`src/rtl/vga_timing_generator.sv`:
```
// Raster timing generator: one pixel per enabled clk, with registered sync, display-enable,
// coordinate, strobe and frame-count outputs decoded from the position being entered.
module vga_timing_generator #(
  parameter int   H_VISIBLE = 640,
  parameter int   H_FRONT   = 16,
  parameter int   H_SYNC    = 96,
  parameter int   H_BACK    = 48,
  parameter int   V_VISIBLE = 400,
  parameter int   V_FRONT   = 12,
  parameter int   V_SYNC    = 2,
  parameter int   V_BACK    = 35,
  parameter logic HSYNC_POL = 1'b0,
  parameter logic VSYNC_POL = 1'b1,
  parameter int   CW        = 10,
  parameter int   FW        = 8
) (
  input  logic          clk,
  input  logic          reset,
  input  logic          pixel_en,
  input  logic          restart,
  output logic          HSYNC,
  output logic          VSYNC,
  output logic          de,
  output logic [CW-1:0] X,
  output logic [CW-1:0] Y,
  output logic          line_start,
  output logic          frame_start,
  output logic [FW-1:0] frame_count
);

  localparam int H_TOTAL = H_VISIBLE + H_FRONT + H_SYNC + H_BACK;
  localparam int V_TOTAL = V_VISIBLE + V_FRONT + V_SYNC + V_BACK;

  localparam logic [CW-1:0] H_LAST     = CW'(H_TOTAL - 1);
  localparam logic [CW-1:0] V_LAST     = CW'(V_TOTAL - 1);
  localparam logic [CW-1:0] H_VIS      = CW'(H_VISIBLE);
  localparam logic [CW-1:0] V_VIS      = CW'(V_VISIBLE);
  localparam logic [CW-1:0] HS_START   = CW'(H_VISIBLE + H_FRONT);
  localparam logic [CW-1:0] HS_END     = CW'(H_VISIBLE + H_FRONT + H_SYNC);
  localparam logic [CW-1:0] VS_START   = CW'(V_VISIBLE + V_FRONT);
  localparam logic [CW-1:0] VS_END     = CW'(V_VISIBLE + V_FRONT + V_SYNC);

  logic [CW-1:0] h_cnt;
  logic [CW-1:0] v_cnt;
  logic [CW-1:0] h_nxt;
  logic [CW-1:0] v_nxt;
  logic          h_wrap;
  logic          origin;
  logic          h_vis;
  logic          v_vis;
  logic          hs_act;
  logic          vs_act;
  logic          first_pending;

  // Next position and its decodes; outputs register these so they line up with the counters.
  always_comb begin
    h_wrap = (h_cnt == H_LAST);
    h_nxt  = h_wrap ? '0 : h_cnt + 1'b1;
    v_nxt  = v_cnt;
    if (h_wrap) begin
      v_nxt = (v_cnt == V_LAST) ? '0 : v_cnt + 1'b1;
    end
    origin = h_wrap && (v_cnt == V_LAST);
    h_vis  = (h_nxt < H_VIS);
    v_vis  = (v_nxt < V_VIS);
    hs_act = (h_nxt >= HS_START) && (h_nxt < HS_END);
    vs_act = (v_nxt >= VS_START) && (v_nxt < VS_END);
  end

  always_ff @(posedge clk or posedge reset) begin
    if (reset) begin
      h_cnt         <= H_LAST;
      v_cnt         <= V_LAST;
      HSYNC         <= ~HSYNC_POL;
      VSYNC         <= ~VSYNC_POL;
      de            <= 1'b0;
      X             <= '0;
      Y             <= '0;
      line_start    <= 1'b0;
      frame_start   <= 1'b0;
      frame_count   <= '0;
      first_pending <= 1'b1;
    end else if (restart) begin
      h_cnt       <= H_LAST;
      v_cnt       <= V_LAST;
      HSYNC       <= ~HSYNC_POL;
      VSYNC       <= ~VSYNC_POL;
      de          <= 1'b0;
      X           <= '0;
      Y           <= '0;
      line_start  <= 1'b0;
      frame_start <= 1'b0;
    end else if (pixel_en) begin
      h_cnt       <= h_nxt;
      v_cnt       <= v_nxt;
      HSYNC       <= hs_act ? HSYNC_POL : ~HSYNC_POL;
      VSYNC       <= vs_act ? VSYNC_POL : ~VSYNC_POL;
      de          <= h_vis && v_vis;
      X           <= (h_vis && v_vis) ? h_nxt : '0;
      Y           <= v_vis ? v_nxt : '0;
      line_start  <= h_wrap;
      frame_start <= origin;
      // The entry into (0,0) right after reset opens frame 0 rather than closing one.
      if (origin) begin
        first_pending <= 1'b0;
        if (!first_pending) begin
          frame_count <= frame_count + 1'b1;
        end
      end
    end else begin
      line_start  <= 1'b0;
      frame_start <= 1'b0;
    end
  end

endmodule

```
`config.mk`:
```
export PLATFORM = sky130hd
export DESIGN_NAME = vga_timing_generator
export DESIGN_NICKNAME = d
export VERILOG_FILES = /design/src/rtl/vga_timing_generator.sv
export SDC_FILE = /design/constraint.sdc
export NUM_CORES = 1
export LEC_CHECK = 0
export BUFFER_PORTS_ARGS = -buffer_cell sky130_fd_sc_hd__buf_2
export CAP_MARGIN = 15
export CELL_PAD_IN_SITES_DETAIL_PLACEMENT = 0
export CELL_PAD_IN_SITES_GLOBAL_PLACEMENT = 1
export CORE_MARGIN = 1
export CORE_UTILIZATION = 41
export CTS_CLUSTER_SIZE = 10
export DETAILED_ROUTE_END_ITERATION = 10
export HOLD_SLACK_MARGIN = 0.12
export PLACE_DENSITY_LB_ADDON = 0.15
export REMOVE_ABC_BUFFERS = 1
export SYNTH_ARGS = -nofsm -noshare
export SYNTH_HDL_FRONTEND = slang
export SYNTH_SLANG_ARGS = --single-unit
```
`constraint.sdc`:
```
create_clock -name clk -period 2.6 [get_ports clk]
set_clock_uncertainty 0.1 [all_clocks]
set_input_delay 0.26 -clock clk [delete_from_list [all_inputs] [get_ports clk]]
set_output_delay 0.26 -clock clk [all_outputs]
set_load 0.05 [all_outputs]
```
* Word-level counts from Yosys, hierarchy flattened *
Cells that the tools add are included.
W data, S select, Z words.

cells by class
  muxes and demuxes = 25
  bitwise gates (word level) = 2
  $add $sub $neg = 3
  reduce and logical (&&, ||, !) cells = 7
  equality and inequality tests = 2
  order comparisons = 6

operators by type and width
  cell                     number
  $mux W10                 13
  $add A10 B1 Y10 const B  2
  $lt A10 B10 Y1 const B   2
  $lt A10 B9 Y1 const B    2
  $mux W1                  12
  $eq A10 B10 Y1 const B   1
  $eq A10 B9 Y1 const B    1
  $ge A10 B10 Y1 const B   1
  $ge A10 B9 Y1 const B    1
  $add A8 B1 Y8 const B    1
  $logic_and A1 B1 Y1      4
  $reduce_and A4 Y1        1
  $reduce_and A3 Y1        1
  $not A1 Y1               2
  $reduce_bool A2 Y1       1

word-level totals
  input bits = 4
  bits in registers = 54
  logic and storage cells = 56

* Longest topological paths before layout *
Gate-level depths: netlist (run 1).

  word-level depth = 8
  mapped depth = 10

* Worst setup path after synthesis (run 1) *
No wires, ideal clock.

  path type = reg2reg
  start point = register h_cnt[0]
  end point = register de
  arrival time = 2332 ps
  setup slack = 46 ps
  setup time = 122 ps
  clock period less this slack = 2554 ps
  required time = 2378 ps
  stages on the path, launching flop included = 10
  buffers on the path = 2
  path through = dfstp_2 > ha_1 > nand3_1 > or3_1 > buf_6 > nor2_2 > xor2_2 > o21ai_4 > buf_6 > a32o_1

on the way
  longest elaborated chain between the ends = 6
  elaborated cells between the ends (all ways) = 9
  those cells by class = add/sub: 1; order compare: 2; eq/ne: 1; mux: 4; reduce/logical: 1

RTL lines
  element                                                   RTL line  RTL
  start, declared                                           43        logic [CW-1:0] h_cnt;
  start signal, assigned                                    94        h_cnt <= h_nxt;
  $add A10 B1 Y10 / $eq A10 B10 Y1 (equally long branches)  58, 57
  $mux W10 (on tied branches)                               58, 60
  $lt A10 B10 Y1 / $lt A10 B9 Y1 (equally long branches)    64, 65
  $logic_and A1 B1 Y1 *                                     98        de <= h_vis && v_vis;
  $mux W1 *                                                 93        end else if (pixel_en) begin
  $mux W1 *                                                 83        end else if (restart) begin
  end signal, assigned                                      98
  end, declared                                             23        output logic de,

Mark *: on every way between the ends. The rest lies on a longest branch, timed or not. The select of a mux whose other input is x is not followed.
A chain may end at the register's enable or synchronous reset.

* Worst setup path after layout (run 1) *
  start point = register h_cnt[0]
  end point = register X[2]

on the way
  longest elaborated chain between the ends = 7
  elaborated cells between the ends (all ways) = 10
  those cells by class = add/sub: 1; order compare: 2; eq/ne: 1; mux: 5; reduce/logical: 1

RTL lines
  element                                                   RTL line  RTL
  $add A10 B1 Y10 / $eq A10 B10 Y1 (equally long branches)  58, 57
  $mux W10 (on tied branches)                               58, 60
  $lt A10 B10 Y1 / $lt A10 B9 Y1 (equally long branches)    64, 65
  $logic_and A1 B1 Y1                                       99        X <= (h_vis && v_vis) ? h_nxt : '0;
  $mux W10 *                                                99
  $mux W10 *                                                93
  $mux W10 *                                                83
  end signal, assigned                                      99
  end, declared                                             24        output logic [CW-1:0] X,

Marks and branches as above.

==> results of run 1 <==
## per-layer routing
layer | global-route usage, % | up-vias
met1 | 26.1 | 1213
met4 | 6.60 | 0
met2 | 32.2 | 41
li1 | - | 1214
met3 | 3.26 | 9
met5 | 0 | -
## cells by family after synthesis
| kind of cell | share of synthesized area, % |
|---|---|
| buffers and inverters | 4.97 |
| adder cells (fa/ha/maj) | 2.02 |
| XOR/XNOR | 5.90 |
| flip-flops | 44.2 |
| AO/OA/AOI/OAI | 19.9 |
| multiplexers | 1.33 |
| AND/OR/NAND/NOR | 21.7 |
## report_power, final
part,switching [mW],internal (mW)
Combinational,0.507,0.281
Clock,0.303,0.195
Sequential,0.0633,0.916
Total,0.873,1.39
## through the flow
step                hold slack (ns)  utilization, %  worst slack [ns]  cell area [sq um]  power [mW]
floorplan                     0.223               -            -0.287               2970        1.51
global placement              0.103            47.5             0.107               3470        1.78
detailed placement            0.101            47.5            0.0680               3470        1.78
CTS                           0.154            49.0            0.0473               3570        2.29
global route                  0.171            49.1           0.00562               3580        2.41
finish                        0.175            49.1             0.212               3580        2.27
## cell type report
type                       count  area (sq um)  share of cell area, %
clock buffer                   5          68.8                   1.92
timing repair buffer          61           383                   10.7
clock inverter                 3          25.0                  0.699
inverter                       8          30.0                  0.838
multi-input combinational    221          1590                   44.3
tap                           99           124                   3.46
sequential                    54          1370                   38.1
## critical path: cells and delay by family, from the launching register on
family / cells / cell delay (ns)
DFF: 1 / 0.55
adders and majority gates: 1 / 0.17
AOI/OAI and AO/OA: 5 / 0.96
buffers and inverters: 1 / 0.20
and+or+nand+nor: 1 / 0.29
## sequential cells by signal, indices dropped and copies added, names as in the netlist, 8 cells and up
signal and flops:
X 10, Y 10, h_cnt 10, v_cnt 10, frame_count 8
## cells in the mapped netlist, drive strengths merged (2+ instances only)
library cell / n
xnor2: 14
xor2: 6
and3: 7
inv: 8
o22a: 2
o31ai: 2
buf: 11
or2: 3
a211oi: 4
o311a: 2
a22o: 4
nand4: 9
o21ai: 12
a41o: 2
dfrtp: 42
nor3: 9
nand2: 21
a32o: 14
nor2b: 7
clkbuf: 12
o31a: 2
nor4: 6
ha: 5
nor2: 23
and2: 8
a21boi: 2
or3: 4
dfstp: 12
a211o: 6
nand2b: 4
mux2i: 3
a31oi: 3
nand3: 10
a21oi: 11
## worst max path at each step
stage	cells past startpoint	to	startpoint
finish	8	X[2]$_DFFE_PP0P_	h_cnt[0]$_DFFE_PP1P_
global route	9	Y[8]$_DFFE_PP0P_	h_cnt[0]$_DFFE_PP1P_
CTS	7	X[2]$_DFFE_PP0P_	h_cnt[8]$_DFFE_PP1P_
detailed placement	7	X[4]$_DFFE_PP0P_	h_cnt[8]$_DFFE_PP1P_
global placement	8	Y[5]$_DFFE_PP0P_	h_cnt[0]$_DFFE_PP1P_
floorplan	7	X[2]$_DFFE_PP0P_	h_cnt[0]$_DFFE_PP1P_
## repair_timing
| action | 4_1_cts | 5_1_grt |
|---|---|---|
| hold buffers | 1 | 0 |
| resized for setup | 0 | 2 |
| setup endpoints to repair | 0 | 20 |
| endpoints found under the hold margin | 11 | 0 |
==> impl_metrics.toml, run 1 <==
[floorplanning]
die_h_um = 88.9
initial_utilization_pct = 42.4
dieArea_sq_mm = 0.00790
chipWidth_um = 88.9
ios = 37
core_sq_mm = 0.00729
rows = 31

[clock_tree]
clk_path_buf_depth = 2
clk_latency_ns = 0.31
clkSlewWorstSetupHoldPaths_ns = 0.11
clock_sinks = 54
cts_root_buffer = "clkbuf_8"
cts_tree = "done"
cts_buffers = 5
htreeDepth = 2
post_cts.repair.setup_buffers = 0

[sta]
rsz0062_at_grt = "false"
clock.fmax_ghz = 0.419
hold_viol_final = 0
slew_violations = 0
max_slew_margin_pct = 47.9
finalCritPeriodShare_pct = 91.8
setup_tns_ns = 0
finalSetupViolations = 0
period_minus_slack_ns = 2.39
worstMarginPinSlew_ns = 0.779

[setup_path]
r2r_start = "h_cnt[0]$_DFFE_PP1P_"
cp.arrival_ns = 2.49
crit_required_ns = 2.70
ff2ff_path_depth = 8
cpPeakStageDelay_ns = 0.55
crit_slowest_cell = "dfstp_2"
critPathMaxFanout = 9
crit_chain = "ha_1, and4_1, a31o_2, o311a_1, a21boi_0, a211oi_2, buf_4, a32o_2"
start_kind = "flip-flop"
endpoint_kind = "flip-flop"
reg2reg_to = "X[2]$_DFFE_PP0P_"
reg2reg_slack_ns = 0.21
critPathKind = "flip-flop to flip-flop"

[global_routing]
antenna_found_initial = 0
grt_pass1_wl_um = 11700
grt_usage_pct = 19.5
overflow = 0
grt_max_degree = 44
grt_pass1_vias = 2312

[drt]
wirelength_um = 7160
avgRoutedWirePerCell_um = 15.9
drt_iter0_markers = 74
wl_met3_um = 171
dr.pass1.iters = 7
via_per_inst = 5.49
vias = 2477
drcViolationCount = 0
dr_wl_met2_um = 3460
top_layer = "met4"
antenna_left = 0
met1_length_um = 3410

[min_path]
holdCritStartpoint = "restart"
holdPathStages = 2
hp-class = "primary input to flip-flop"
min_to = "v_cnt[9]$_DFFE_PP0P_"

[power]
leakage_nw = 1.60
power_density_mw_per_mm2 = 632
vdd_ir_drop_max_uv = 293

[layout]
areaGrowthSynthToFinish_pct = 15.8
finalNetCount = 360
drive_above_1_share_pct = 28.7
final_cell_mix = "42 x dfrtp_1, 36 x buf_2, 23 x buf_4, 22 x nor2_1, 21 x nand2_1"
num_antenna_cells = 0
final_common_cell = "dfrtp_1"
fin_cells = 451
fill_cells = 721

[yosys]
ys_types = 65
ys_ff_latch = 54
avgSynthCellArea_sq_um = 10.1
yosysWarningCount = 0
synth_ff_type = "dfrtp_1"
async_reset_ff_share_pct = 100
syn_area_sq_mm = 0.00309
synth_edf_count = 0
synth.area.top_cells = "dfrtp_1 34%, dfstp_2 10%, xnor2_1 4.0%"
netlist.area_leader.share_pct = 34.0
seq_area_frac_synth_pct = 44.2
syn-instance-count = 306
yosys.area.top_type = "dfrtp_1"

[placement]
dp_hpwl_um = 5150
io_buffers = 36
place_congestion = 0.868
placed_cells = 442

[outcome]
status = "completed"

[job]
maxCapViolCount = 0
Note: power is estimated with default switching activity, not from simulation.
==> run 2: changes to the inputs <==
- ABC_AREA: unset -> 1
- CORE_UTILIZATION: 41 -> 39
==> run 2 against run 1 <==
Net effect:
- core utilization shrank 1.4 points
- via count shrank 4.5%
- highest routed layer unchanged
- hold slack gained 0.11 ns
- final cell count grew 7.8%
- register-to-register slack gained 0.02 ns
- largest cell class is now registers
- fmax grew 0.74%
- worst setup slack gained 0.018 ns
- clock-buffer cell count is the same
- final area shrank 7.5%
==> impl_metrics.toml, run 2 <==
[floorplanning]
die_h_um = 87.6
core_sq_mm = 0.00694
ios = 37
initial_utilization_pct = 41.2
chipWidth_um = 87.6
rows = 30
dieArea_sq_mm = 0.00768

[yosys]
ys_types = 38
syn_area_sq_mm = 0.00286
synth_most_common_cell = "nand2_1"
yosysWarningCount = 0
netlist.area_leader.share_pct = 36.8
ys_ff_latch = 54
synth.area.top_cells = "dfrtp_1 37%, dfstp_2 11%, nand2_1 11%"
synth_edf_count = 0
syn-instance-count = 345
avgSynthCellArea_sq_um = 8.29
async_reset_ff_share_pct = 100
synthTopCellsByCount = "83 x nand2_1, 46 x inv_1, 42 x dfrtp_1"
synth_ff_type = "dfrtp_1"
seq_area_frac_synth_pct = 47.8
yosys.area.top_type = "dfrtp_1"

[global_routing]
antenna_found_initial = 0
grt_pass1_wl_um = 11100
overflow = 0
grt_max_degree = 31
grt_pass1_vias = 2282
grt_usage_pct = 18.9

[clock_tree]
clk_latency_ns = 0.31
cts_tree = "done"
clkSlewWorstSetupHoldPaths_ns = 0.11
cts_buffers = 5
htreeDepth = 2
post_cts.repair.setup_buffers = 0
clk_path_buf_depth = 2
cts_root_buffer = "clkbuf_8"
clock_sinks = 54

[setup_path]
ff2ff_path_depth = 14
endpoint_kind = "flip-flop"
critPathKind = "flip-flop to flip-flop"
cp.arrival_ns = 2.47
crit_required_ns = 2.70
reg2reg_slack_ns = 0.23
r2r_start = "h_cnt[1]$_DFFE_PP1P_"
start_kind = "flip-flop"
reg2reg_to = "X[3]$_DFFE_PP0P_"
critPathMaxFanout = 20

[drt]
vias = 2365
drcViolationCount = 0
wirelength_um = 6660
drt_iter0_markers = 112
via_per_inst = 4.87
avgRoutedWirePerCell_um = 13.7
dr.pass1.iters = 4
antenna_left = 0

[layout]
layout.area.seq_sq_mm = 0.00137
areaGrowthSynthToFinish_pct = 15.9
fill_cells = 703
utilization_pct = 47.7
drive_above_1_share_pct = 23.3
multi_input_area_sq_mm = 0.00127
num_antenna_cells = 0
final_common_cell = "nand2_1"
finalNetCount = 398
final_cell_mix = "83 x nand2_1, 45 x inv_1, 42 x dfrtp_1, 36 x buf_2, 27 x nor2_1"

[placement]
place_congestion = 0.837
io_buffers = 36
dp_hpwl_um = 4940

[power]
leakage_nw = 1.71
power_mw = 2.64
power_density_mw_per_mm2 = 797
vdd_ir_drop_max_uv = 306

[outcome]
status = "completed"

[sta]
hold_viol_final = 0
finalSetupViolations = 0
worstMarginPinSlew_ns = 0.608
slew_violations = 0
finalCritPeriodShare_pct = 91.2
rsz0062_at_grt = "false"
setup_tns_ns = 0
period_minus_slack_ns = 2.37
max_slew_margin_pct = 59.4
clock.fmax_ghz = 0.422

[min_path]
hp-class = "primary input to async pin"

[job]
maxCapViolCount = 0
run 2: changes by cell type after synthesis, sizes merged, moves of 6 or more:
cell,delta
clkbuf,-7
a211o,-6
xnor2,-13
inv,+39
and2,-8
nand2,+63
o21ai,+18
a32o,-14
nand3,+15
nor2,+11
and3,-7
nor2b,-7
run 2: worst max-delay path: stages (launching register included):
cell and delay, ns:
dfstp_2 0.58, ha_4 0.17, nand4_4 0.13, nor2_4 0.17, buf_12 0.16, nand3_1 0.07, nand2_1 0.06, nand2_1 0.06
nor2_1 0.14, nand2_1 0.10, nor2_2 0.13, nor2_4 0.07, buf_4 0.16, nand4_1 0.08, nand2_1 0.06
run 2: cells by family after synthesis:
| kind of cell | count (synthesis) | synth area share [%] |
|---|---|---|
| multiplexers | 1 | 0.394 |
| AND/OR/NAND/NOR | 171 | 28.7 |
| buffers and inverters | 58 | 8.32 |
| adder cells (fa/ha/maj) | 5 | 2.19 |
| XOR/XNOR | 9 | 2.76 |
| AO/OA/AOI/OAI | 47 | 9.89 |
| flip-flops | 54 | 47.8 |
run 2: per-stage QoR:
stage	instance area (sq um)	std cells	setup slack [ns]	hold slack (ns)
3_3_place_gp	3200	477	0.216	0.0877
4_1_cts	3300	486	0.132	0.293
2_1_floorplan	2800	334	0.203	0.375
6_report	3310	486	0.230	0.289
3_5_place_dp	3200	477	0.168	0.0927
5_1_grt	3310	486	0.0229	0.315
run 2: area by class of cell:
class / instances / area share, %
Multi-Input combinational cell: 233 / 38.5
Inverter: 47 / 5.32
Sequential cell: 54 / 41.2
Clock buffer: 5 / 2.08
Tap cell: 96 / 3.63
Clock inverter: 3 / 0.642
Timing Repair Buffer: 48 / 8.61
run 2: how the worst max path moves through the flow:
stage                          from                to  slack, ns  cells after the start
2_1_floorplan  h_cnt[0]$_DFFE_PP1P_  Y[0]$_DFFE_PP0P_       0.20                     11
3_3_place_gp   h_cnt[1]$_DFFE_PP1P_  X[3]$_DFFE_PP0P_       0.22                     13
3_5_place_dp   h_cnt[1]$_DFFE_PP1P_  X[3]$_DFFE_PP0P_       0.17                     13
4_1_cts        h_cnt[1]$_DFFE_PP1P_  X[3]$_DFFE_PP0P_       0.13                     13
5_1_grt        h_cnt[1]$_DFFE_PP1P_  Y[6]$_DFFE_PP0P_       0.02                     14
6_report       h_cnt[1]$_DFFE_PP1P_  X[3]$_DFFE_PP0P_       0.23                     14
run 2: routing by layer:
layer | up-vias | GRT usage (%) | share of wire, %
met5 | - | 0 | 0
met3 | 5 | 3.02 | 3.6
met2 | 43 | 31.8 | 47
met4 | 0 | 4.47 | 0.99
li1 | 1204 | - | -
met1 | 1113 | 25.5 | 48
run 2: power breakdown:
| part | internal [mW] | switching [mW] | total (mW) | leakage [nW] |
|---|---|---|---|---|
| Sequential | 0.964 | 0.0869 | 1.05 | 0.701 |
| Clock | 0.190 | 0.296 | 0.486 | 0.0441 |
| Combinational | 0.327 | 0.775 | 1.10 | 0.965 |
run 2: repair_timing:
action	4_1_cts	5_1_grt
setup endpoints to repair	0	14
hold buffers	1	0
resized for setup	0	3
hold endpoints to repair	21	0
